**config.mk**
```make
export PLATFORM = sky130hd
export DESIGN_NAME = sdram_cmd_arbiter_flat
export DESIGN_NICKNAME = d
export VERILOG_FILES = /design/src/rtl/sdram_pkg.sv /design/src/rtl/sdram_cmd_arbiter_if.sv /design/src/rtl/sdram_grant_wdog.sv /design/src/rtl/sdram_cmd_arbiter.sv /design/src/flat_wrapper.sv
export SDC_FILE = /design/constraint.sdc
export NUM_CORES = 1
export LEC_CHECK = 0
export ABC_CLOCK_PERIOD_IN_PS = 2200
export CORE_MARGIN = 3
export CORE_UTILIZATION = 35
export DETAILED_ROUTE_END_ITERATION = 6
export PLACE_DENSITY = 0.78
export SLEW_MARGIN = 40
export SYNTH_ARGS = -nofsm -noshare
export SYNTH_HDL_FRONTEND = slang
export SYNTH_HIERARCHICAL = 1
export SYNTH_SLANG_ARGS = --single-unit
```
**constraint.sdc**
```tcl
create_clock -name sclk -period 2.2 [get_ports sclk]
set_clock_uncertainty 0.1 [all_clocks]
set_input_delay 0.22 -clock sclk [delete_from_list [all_inputs] [get_ports sclk]]
set_output_delay 0.22 -clock sclk [all_outputs]
set_load 0.01 [all_outputs]
```
**src/rtl/sdram_pkg.sv**
```systemverilog
// Shared SDRAM definitions: command encodings {cs_n,ras_n,cas_n,we_n},
// one-hot scheduler states and the pin bundle type.
package sdram_pkg;

  localparam logic [3:0] CMD_NOP  = 4'b0111;
  localparam logic [3:0] CMD_PRE  = 4'b0010;
  localparam logic [3:0] CMD_AREF = 4'b0001;
  localparam logic [3:0] CMD_MRS  = 4'b0000;
  localparam logic [3:0] CMD_ACT  = 4'b0011;
  localparam logic [3:0] CMD_WR   = 4'b0100;
  localparam logic [3:0] CMD_RD   = 4'b0101;

  typedef enum logic [4:0] {
    ST_IDLE  = 5'b00001,
    ST_ARBIT = 5'b00010,
    ST_AREF  = 5'b00100,
    ST_WRITE = 5'b01000,
    ST_READ  = 5'b10000
  } state_t;

  typedef struct packed {
    logic [3:0]  cmd;
    logic [12:0] addr;
    logic [1:0]  ba;
  } pin_t;

endpackage

```
**src/rtl/sdram_cmd_arbiter_if.sv**
```systemverilog
// Handshake and pin bundle between the command arbiter (master) and the
// sub-controllers / SDRAM pins (slave).
interface sdram_cmd_arbiter_if;
  logic        init_done;
  logic [3:0]  init_cmd;
  logic [12:0] init_addr;
  logic        aref_req;
  logic        aref_en;
  logic        aref_done;
  logic [3:0]  aref_cmd;
  logic [12:0] aref_addr;
  logic        wr_req;
  logic        wr_en;
  logic        wr_done;
  logic [3:0]  wr_cmd;
  logic [12:0] wr_addr;
  logic [1:0]  wr_ba;
  logic        rd_req;
  logic        rd_en;
  logic        rd_done;
  logic [3:0]  rd_cmd;
  logic [12:0] rd_addr;
  logic [1:0]  rd_ba;
  logic        Cs_n;
  logic        Ras_n;
  logic        Cas_n;
  logic        We_n;
  logic [12:0] Addr;
  logic [1:0]  Ba;
  logic        busy;
  logic        err_timeout;

  modport master (
    input  init_done, init_cmd, init_addr,
    input  aref_req, aref_done, aref_cmd, aref_addr,
    input  wr_req, wr_done, wr_cmd, wr_addr, wr_ba,
    input  rd_req, rd_done, rd_cmd, rd_addr, rd_ba,
    output aref_en, wr_en, rd_en,
    output Cs_n, Ras_n, Cas_n, We_n, Addr, Ba, busy, err_timeout
  );

  modport slave (
    output init_done, init_cmd, init_addr,
    output aref_req, aref_done, aref_cmd, aref_addr,
    output wr_req, wr_done, wr_cmd, wr_addr, wr_ba,
    output rd_req, rd_done, rd_cmd, rd_addr, rd_ba,
    input  aref_en, wr_en, rd_en,
    input  Cs_n, Ras_n, Cas_n, We_n, Addr, Ba, busy, err_timeout
  );
endinterface

```
**src/rtl/sdram_grant_wdog.sv**
```systemverilog
// Grant watchdog: counts cycles while a grant is open; expire is high in the
// last allowed cycle (count == TIMEOUT-1).
module sdram_grant_wdog #(
  parameter int TIMEOUT = 1024,
  parameter int CNT_W   = 16
) (
  input  logic sclk,
  input  logic snrst,
  input  logic clr,
  input  logic en,
  output logic expire
);

  localparam logic [CNT_W-1:0] CNT_LAST = CNT_W'(TIMEOUT - 1);

  logic [CNT_W-1:0] cnt_reg;

  always_ff @(posedge sclk or negedge snrst) begin
    if (!snrst)
      cnt_reg <= '0;
    else if (clr)
      cnt_reg <= '0;
    else if (en)
      cnt_reg <= cnt_reg + 1'b1;
  end

  assign expire = en && (cnt_reg == CNT_LAST);

endmodule

```
**src/rtl/sdram_cmd_arbiter.sv**
```systemverilog
// SDRAM command scheduler: refresh first, write/read round-robin, one grant
// at a time with a watchdog that reclaims a grant whose done never arrives.
module sdram_cmd_arbiter
  import sdram_pkg::*;
#(
  parameter int TIMEOUT = 1024,
  parameter int CNT_W   = 16
) (
  input logic                 sclk,
  input logic                 snrst,
  sdram_cmd_arbiter_if.master bus
);

  state_t state_reg;
  logic   last_wr_reg;
  logic   in_grant;
  logic   grant_done;
  logic   wd_expire;
  pin_t   pin;

  assign in_grant = (state_reg == ST_AREF) || (state_reg == ST_WRITE) ||
                    (state_reg == ST_READ);

  // Counter sits at zero outside a grant, so it starts fresh on every entry.
  sdram_grant_wdog #(
    .TIMEOUT(TIMEOUT),
    .CNT_W  (CNT_W)
  ) u_wdog (
    .sclk  (sclk),
    .snrst (snrst),
    .clr   (!in_grant),
    .en    (in_grant),
    .expire(wd_expire)
  );

  always_comb begin
    grant_done = 1'b0;
    case (state_reg)
      ST_AREF:  grant_done = bus.aref_done;
      ST_WRITE: grant_done = bus.wr_done;
      ST_READ:  grant_done = bus.rd_done;
      default:  grant_done = 1'b0;
    endcase
  end

  always_ff @(posedge sclk or negedge snrst) begin
    if (!snrst) begin
      state_reg       <= ST_IDLE;
      last_wr_reg     <= 1'b0;
      bus.aref_en     <= 1'b0;
      bus.wr_en       <= 1'b0;
      bus.rd_en       <= 1'b0;
      bus.err_timeout <= 1'b0;
    end else begin
      bus.aref_en     <= 1'b0;
      bus.wr_en       <= 1'b0;
      bus.rd_en       <= 1'b0;
      bus.err_timeout <= 1'b0;
      case (state_reg)
        ST_IDLE: begin
          if (bus.init_done)
            state_reg <= ST_ARBIT;
        end
        ST_ARBIT: begin
          if (bus.aref_req) begin
            state_reg   <= ST_AREF;
            bus.aref_en <= 1'b1;
          end else if (bus.wr_req && (!bus.rd_req || !last_wr_reg)) begin
            state_reg   <= ST_WRITE;
            bus.wr_en   <= 1'b1;
            last_wr_reg <= 1'b1;
          end else if (bus.rd_req) begin
            state_reg   <= ST_READ;
            bus.rd_en   <= 1'b1;
            last_wr_reg <= 1'b0;
          end
        end
        ST_AREF, ST_WRITE, ST_READ: begin
          // done takes precedence over a simultaneous expiry
          if (grant_done) begin
            state_reg <= ST_ARBIT;
          end else if (wd_expire) begin
            state_reg       <= ST_ARBIT;
            bus.err_timeout <= 1'b1;
          end
        end
        default: state_reg <= ST_IDLE;
      endcase
    end
  end

  always_comb begin
    pin = '{cmd: CMD_NOP, addr: 13'd0, ba: 2'b00};
    case (state_reg)
      ST_IDLE:  pin = '{cmd: bus.init_cmd, addr: bus.init_addr, ba: 2'b00};
      ST_AREF:  pin = '{cmd: bus.aref_cmd, addr: bus.aref_addr, ba: 2'b00};
      ST_WRITE: pin = '{cmd: bus.wr_cmd,   addr: bus.wr_addr,   ba: bus.wr_ba};
      ST_READ:  pin = '{cmd: bus.rd_cmd,   addr: bus.rd_addr,   ba: bus.rd_ba};
      default:  pin = '{cmd: CMD_NOP, addr: 13'd0, ba: 2'b00};
    endcase
  end

  assign {bus.Cs_n, bus.Ras_n, bus.Cas_n, bus.We_n} = pin.cmd;
  assign bus.Addr = pin.addr;
  assign bus.Ba   = pin.ba;
  assign bus.busy = in_grant;

endmodule

```
**src/flat_wrapper.sv**
```systemverilog
// flat-port wrapper written by rule: the top's interface ports become plain ports
module sdram_cmd_arbiter_flat import sdram_pkg::*;
#(
  parameter int TIMEOUT = 1024,
  parameter int CNT_W   = 16
)
  (sclk, snrst, bus_init_done, bus_init_cmd, bus_init_addr, bus_aref_req, bus_aref_done, bus_aref_cmd, bus_aref_addr, bus_wr_req, bus_wr_done, bus_wr_cmd, bus_wr_addr, bus_wr_ba, bus_rd_req, bus_rd_done, bus_rd_cmd, bus_rd_addr, bus_rd_ba, bus_aref_en, bus_wr_en, bus_rd_en, bus_Cs_n, bus_Ras_n, bus_Cas_n, bus_We_n, bus_Addr, bus_Ba, bus_busy, bus_err_timeout);
  sdram_cmd_arbiter_if bus_i ();
  input logic sclk;
  input logic snrst;
  input wire logic [$bits(bus_i.init_done)-1:0] bus_init_done;
  input wire logic [$bits(bus_i.init_cmd)-1:0] bus_init_cmd;
  input wire logic [$bits(bus_i.init_addr)-1:0] bus_init_addr;
  input wire logic [$bits(bus_i.aref_req)-1:0] bus_aref_req;
  input wire logic [$bits(bus_i.aref_done)-1:0] bus_aref_done;
  input wire logic [$bits(bus_i.aref_cmd)-1:0] bus_aref_cmd;
  input wire logic [$bits(bus_i.aref_addr)-1:0] bus_aref_addr;
  input wire logic [$bits(bus_i.wr_req)-1:0] bus_wr_req;
  input wire logic [$bits(bus_i.wr_done)-1:0] bus_wr_done;
  input wire logic [$bits(bus_i.wr_cmd)-1:0] bus_wr_cmd;
  input wire logic [$bits(bus_i.wr_addr)-1:0] bus_wr_addr;
  input wire logic [$bits(bus_i.wr_ba)-1:0] bus_wr_ba;
  input wire logic [$bits(bus_i.rd_req)-1:0] bus_rd_req;
  input wire logic [$bits(bus_i.rd_done)-1:0] bus_rd_done;
  input wire logic [$bits(bus_i.rd_cmd)-1:0] bus_rd_cmd;
  input wire logic [$bits(bus_i.rd_addr)-1:0] bus_rd_addr;
  input wire logic [$bits(bus_i.rd_ba)-1:0] bus_rd_ba;
  output wire logic [$bits(bus_i.aref_en)-1:0] bus_aref_en;
  output wire logic [$bits(bus_i.wr_en)-1:0] bus_wr_en;
  output wire logic [$bits(bus_i.rd_en)-1:0] bus_rd_en;
  output wire logic [$bits(bus_i.Cs_n)-1:0] bus_Cs_n;
  output wire logic [$bits(bus_i.Ras_n)-1:0] bus_Ras_n;
  output wire logic [$bits(bus_i.Cas_n)-1:0] bus_Cas_n;
  output wire logic [$bits(bus_i.We_n)-1:0] bus_We_n;
  output wire logic [$bits(bus_i.Addr)-1:0] bus_Addr;
  output wire logic [$bits(bus_i.Ba)-1:0] bus_Ba;
  output wire logic [$bits(bus_i.busy)-1:0] bus_busy;
  output wire logic [$bits(bus_i.err_timeout)-1:0] bus_err_timeout;
  assign bus_i.init_done = bus_init_done;
  assign bus_i.init_cmd = bus_init_cmd;
  assign bus_i.init_addr = bus_init_addr;
  assign bus_i.aref_req = bus_aref_req;
  assign bus_i.aref_done = bus_aref_done;
  assign bus_i.aref_cmd = bus_aref_cmd;
  assign bus_i.aref_addr = bus_aref_addr;
  assign bus_i.wr_req = bus_wr_req;
  assign bus_i.wr_done = bus_wr_done;
  assign bus_i.wr_cmd = bus_wr_cmd;
  assign bus_i.wr_addr = bus_wr_addr;
  assign bus_i.wr_ba = bus_wr_ba;
  assign bus_i.rd_req = bus_rd_req;
  assign bus_i.rd_done = bus_rd_done;
  assign bus_i.rd_cmd = bus_rd_cmd;
  assign bus_i.rd_addr = bus_rd_addr;
  assign bus_i.rd_ba = bus_rd_ba;
  assign bus_aref_en = bus_i.aref_en;
  assign bus_wr_en = bus_i.wr_en;
  assign bus_rd_en = bus_i.rd_en;
  assign bus_Cs_n = bus_i.Cs_n;
  assign bus_Ras_n = bus_i.Ras_n;
  assign bus_Cas_n = bus_i.Cas_n;
  assign bus_We_n = bus_i.We_n;
  assign bus_Addr = bus_i.Addr;
  assign bus_Ba = bus_i.Ba;
  assign bus_busy = bus_i.busy;
  assign bus_err_timeout = bus_i.err_timeout;
  sdram_cmd_arbiter #(.TIMEOUT(TIMEOUT), .CNT_W(CNT_W)) u_core (.sclk(sclk), .snrst(snrst), .bus(bus_i));
endmodule
```
==> out/results.txt <==
Outcome - finished, final reports clean
Largest net degree at the start of global routing - 27
DR vias/cell - 5.19
H-tree depth - 1
Post-synthesis async set-or-reset flop share - 1.00
Hpwl dp - 4970 µm
Reg2Reg Setup Slack - 20 ps
GRT met1 Usage - 0.250
Setup crit end - u_core/u_wdog/cnt_reg[13]
Synthesized area - 1840 µm²
Starting Density - 0.374
Worst Path Required - 2250 ps
Area of the multi-input gates - 1170 µm²
Chip Width - 78.4 µm
Clock buffer depth - 2
Yosys top cell by area - dfrtp_1
Tightest Pin Transition - 535 ps
Final Instance Area - 3310 µm²
Critical path startpoint category - flop
Crit path DAT - 2230 ps
Met3 usage - 0.0493
Antenna Cells - 0
Clock-pin transition on the worst setup and hold timing paths - 80 ps
R2R Path Start - u_core/state_reg[2]
Syn nets - 285
GR peak layer - met2
Post-synth top flop - dfrtp_1
# fillers - 374
Final #Nets - 420
Setup Viol. Count Final - 0
R2R Path End - u_core/u_wdog/cnt_reg[13]
Sequential area share after synthesis - 0.355
Worst skew pair latency - 260 ps
Final worst path period need - 2180 ps
Min-Delay Path Class - in -> async
Fraction of layout cells with a size suffix above 1 - 0.249
Mapped Avg Cell Area - 9.05 µm²
Synth top area share - 0.341
Area Growth Syn to Fin - 80.4%
CP Capture Type - flop
Drt pass-1 iters - 4
Final Slew Violations - 0
First-pass GRT wire length - 10000 µm
LEAKAGE - 1.40 nW
Reg2Reg Depth - 8
CTS Root Cell - clkbuf_8
Iter 0 DRT Violations - 87
Wirelength per Cell - 16.3 µm
Max reg flops - 16
GR Util met2 - 0.364
GPL Wtd Cong - 0.804
FP Rows - 25
Maximum vdd ir drop - 0.374 mV
Slew HR - 0.643
Total chip power - 1.94 mW
Crit. Startpoint - u_core/state_reg[2]
CTS Buf Count - 3
Mapped Cells - 203
Max frequency - 459 MHz
Total negative slack - 0 ps
Initial antenna violation count - 0
Number of global-route vias before repair - 2013
DR DRC count - 0
RSZ-0062 raised after global routing - yes
Final period util - 0.991
DR vias - 2098
Io pins - 105
Die area - 6150 µm²
Setup ws final - 19.8 ps
DP Worst Slack - -25.3 ps
Netlist cell types - 47
EDFF count, synth - 0
GRT overflow - 0
Core area - 4910 µm²
Detail Route Antenna Nets - 0
Port bufs - 104
GRT Resource Usage Total - 0.202
Drt total wl - 6590 µm
Final hold vios - 0
Clock sinks - 26
Worst hold slack - 214 ps
# Max-Cap Violations - 0
CTS tree - done
Critical Path Fanout Max - 4
FF+latch count, synth - 26
Instance area at placement - 3090 µm²
Chip Height - 78.4 µm
Synth warn - 6
Top cells by area, synth - dfrtp_1 (34%), a22oi_1 (11%), nand2_1 (5.1%)
Crit Path Class - reg -> reg
PwrDens - 586 nW/µm²
FF+latch area - 656 µm²
final cells by class:
cell class                 count  area share
timing repair buffer         145       0.403
multi-input combinational    156       0.353
sequential                    26       0.198
tap                           67      0.0253
clock buffer                   4      0.0136
inverter                       6     0.00680
logic make-up (layout without fill, tap and decap cells):
| kind of cell | after synthesis | after routing | share of synthesized area |
|---|---|---|---|
| xor gates and xnor gates | 11 | 11 | 0.0525 |
| DFF | 26 | 26 | 0.355 |
| adders and majority gates | 1 | 1 | 0.00681 |
| AOI/OAI and AO/OA | 60 | 60 | 0.245 |
| and+or+nand+nor | 82 | 82 | 0.266 |
| buffers and inverters | 21 | 155 | 0.0634 |
| muxes | 2 | 2 | 0.0116 |
report_power, final:
| part | internal, mW | switching (mW) |
|---|---|---|
| clock network | 0.129 | 0.137 |
| registers | 0.521 | 0.0413 |
| logic | 0.589 | 0.524 |
per-stage QoR:
step                      std cells  utilization
after floorplan                 203            -
after global placement          384        0.630
after detailed placement        384        0.630
after CTS                       396        0.654
after global routing            404        0.675
final                           404        0.675
routing by layer:
metal | vias to the layer above | part of all wire
li1 | 1030 | -
met1 | 983 | 0.41
met2 | 81 | 0.50
met3 | 4 | 0.085
met4 | 0 | 0.0055
met5 | - | 0
how the worst min path moves through the flow:
stage | cells past startpoint | endpoint
floorplan | 0 | u_core/bus.aref_en
global placement | 1 | u_core/bus.wr_en
detailed placement | 1 | u_core/bus.wr_en
CTS | 2 | u_core/u_wdog/cnt_reg[15]
global route | 2 | u_core/u_wdog/cnt_reg[15]
finish | 2 | u_core/u_wdog/cnt_reg[0]
critical path, stage by stage (launching register included):
cell	delay [ps]
dfrtp_2	430
buf_6	140
xor2_2	180
o211ai_4	200
buf_6	140
o211ai_1	130
nor4_4	280
nand4_1	150
mux2_4	320
synth_stat cells, types with 2 or more instances:
cell type,number
buf_4,4
or3_1,2
nand3b_1,2
a22oi_1,28
nor4_4,3
nor2_1,16
a2111oi_2,2
or4_1,3
nand2_1,25
clkbuf_1,3
xor2_1,3
nand4b_1,2
dfrtp_1,25
buf_2,6
buf_6,2
nor3_1,6
nand3_1,2
inv_1,6
nand2b_1,4
a21o_1,2
o21ai_0,7
a22o_1,2
and3_1,2
nor4_1,4
nand4_1,3
a31o_1,2
xnor2_1,8
a21oi_1,7
a222oi_1,3
nor2b_1,2
repair_timing:
item | CTS | global route
endpoints found under the hold margin | 0 | 0
hold buffers | 0 | 0
resized for setup | 48 | 33
setup buffers | 8 | 7
gates cloned | 0 | 1
endpoints found under the setup margin | 21 | 33
pin swaps | 5 | 8
cells in the final DEF, fill, tap and decap left out, drive strengths merged, types with 3 or more instances in the layout:
master	n
nand2	25
xnor2	8
nand2b	4
dfrtp	25
inv	6
xor2	3
clkbuf	13
a21oi	7
o21ai	8
nor2	17
clkdlybuf4s15	6
a22oi	28
a222oi	3
a31o	3
nor3	6
or4	3
nand4	4
buf	45
clkdlybuf4s50	84
nor4	8
(Power assumes the default switching activity.)
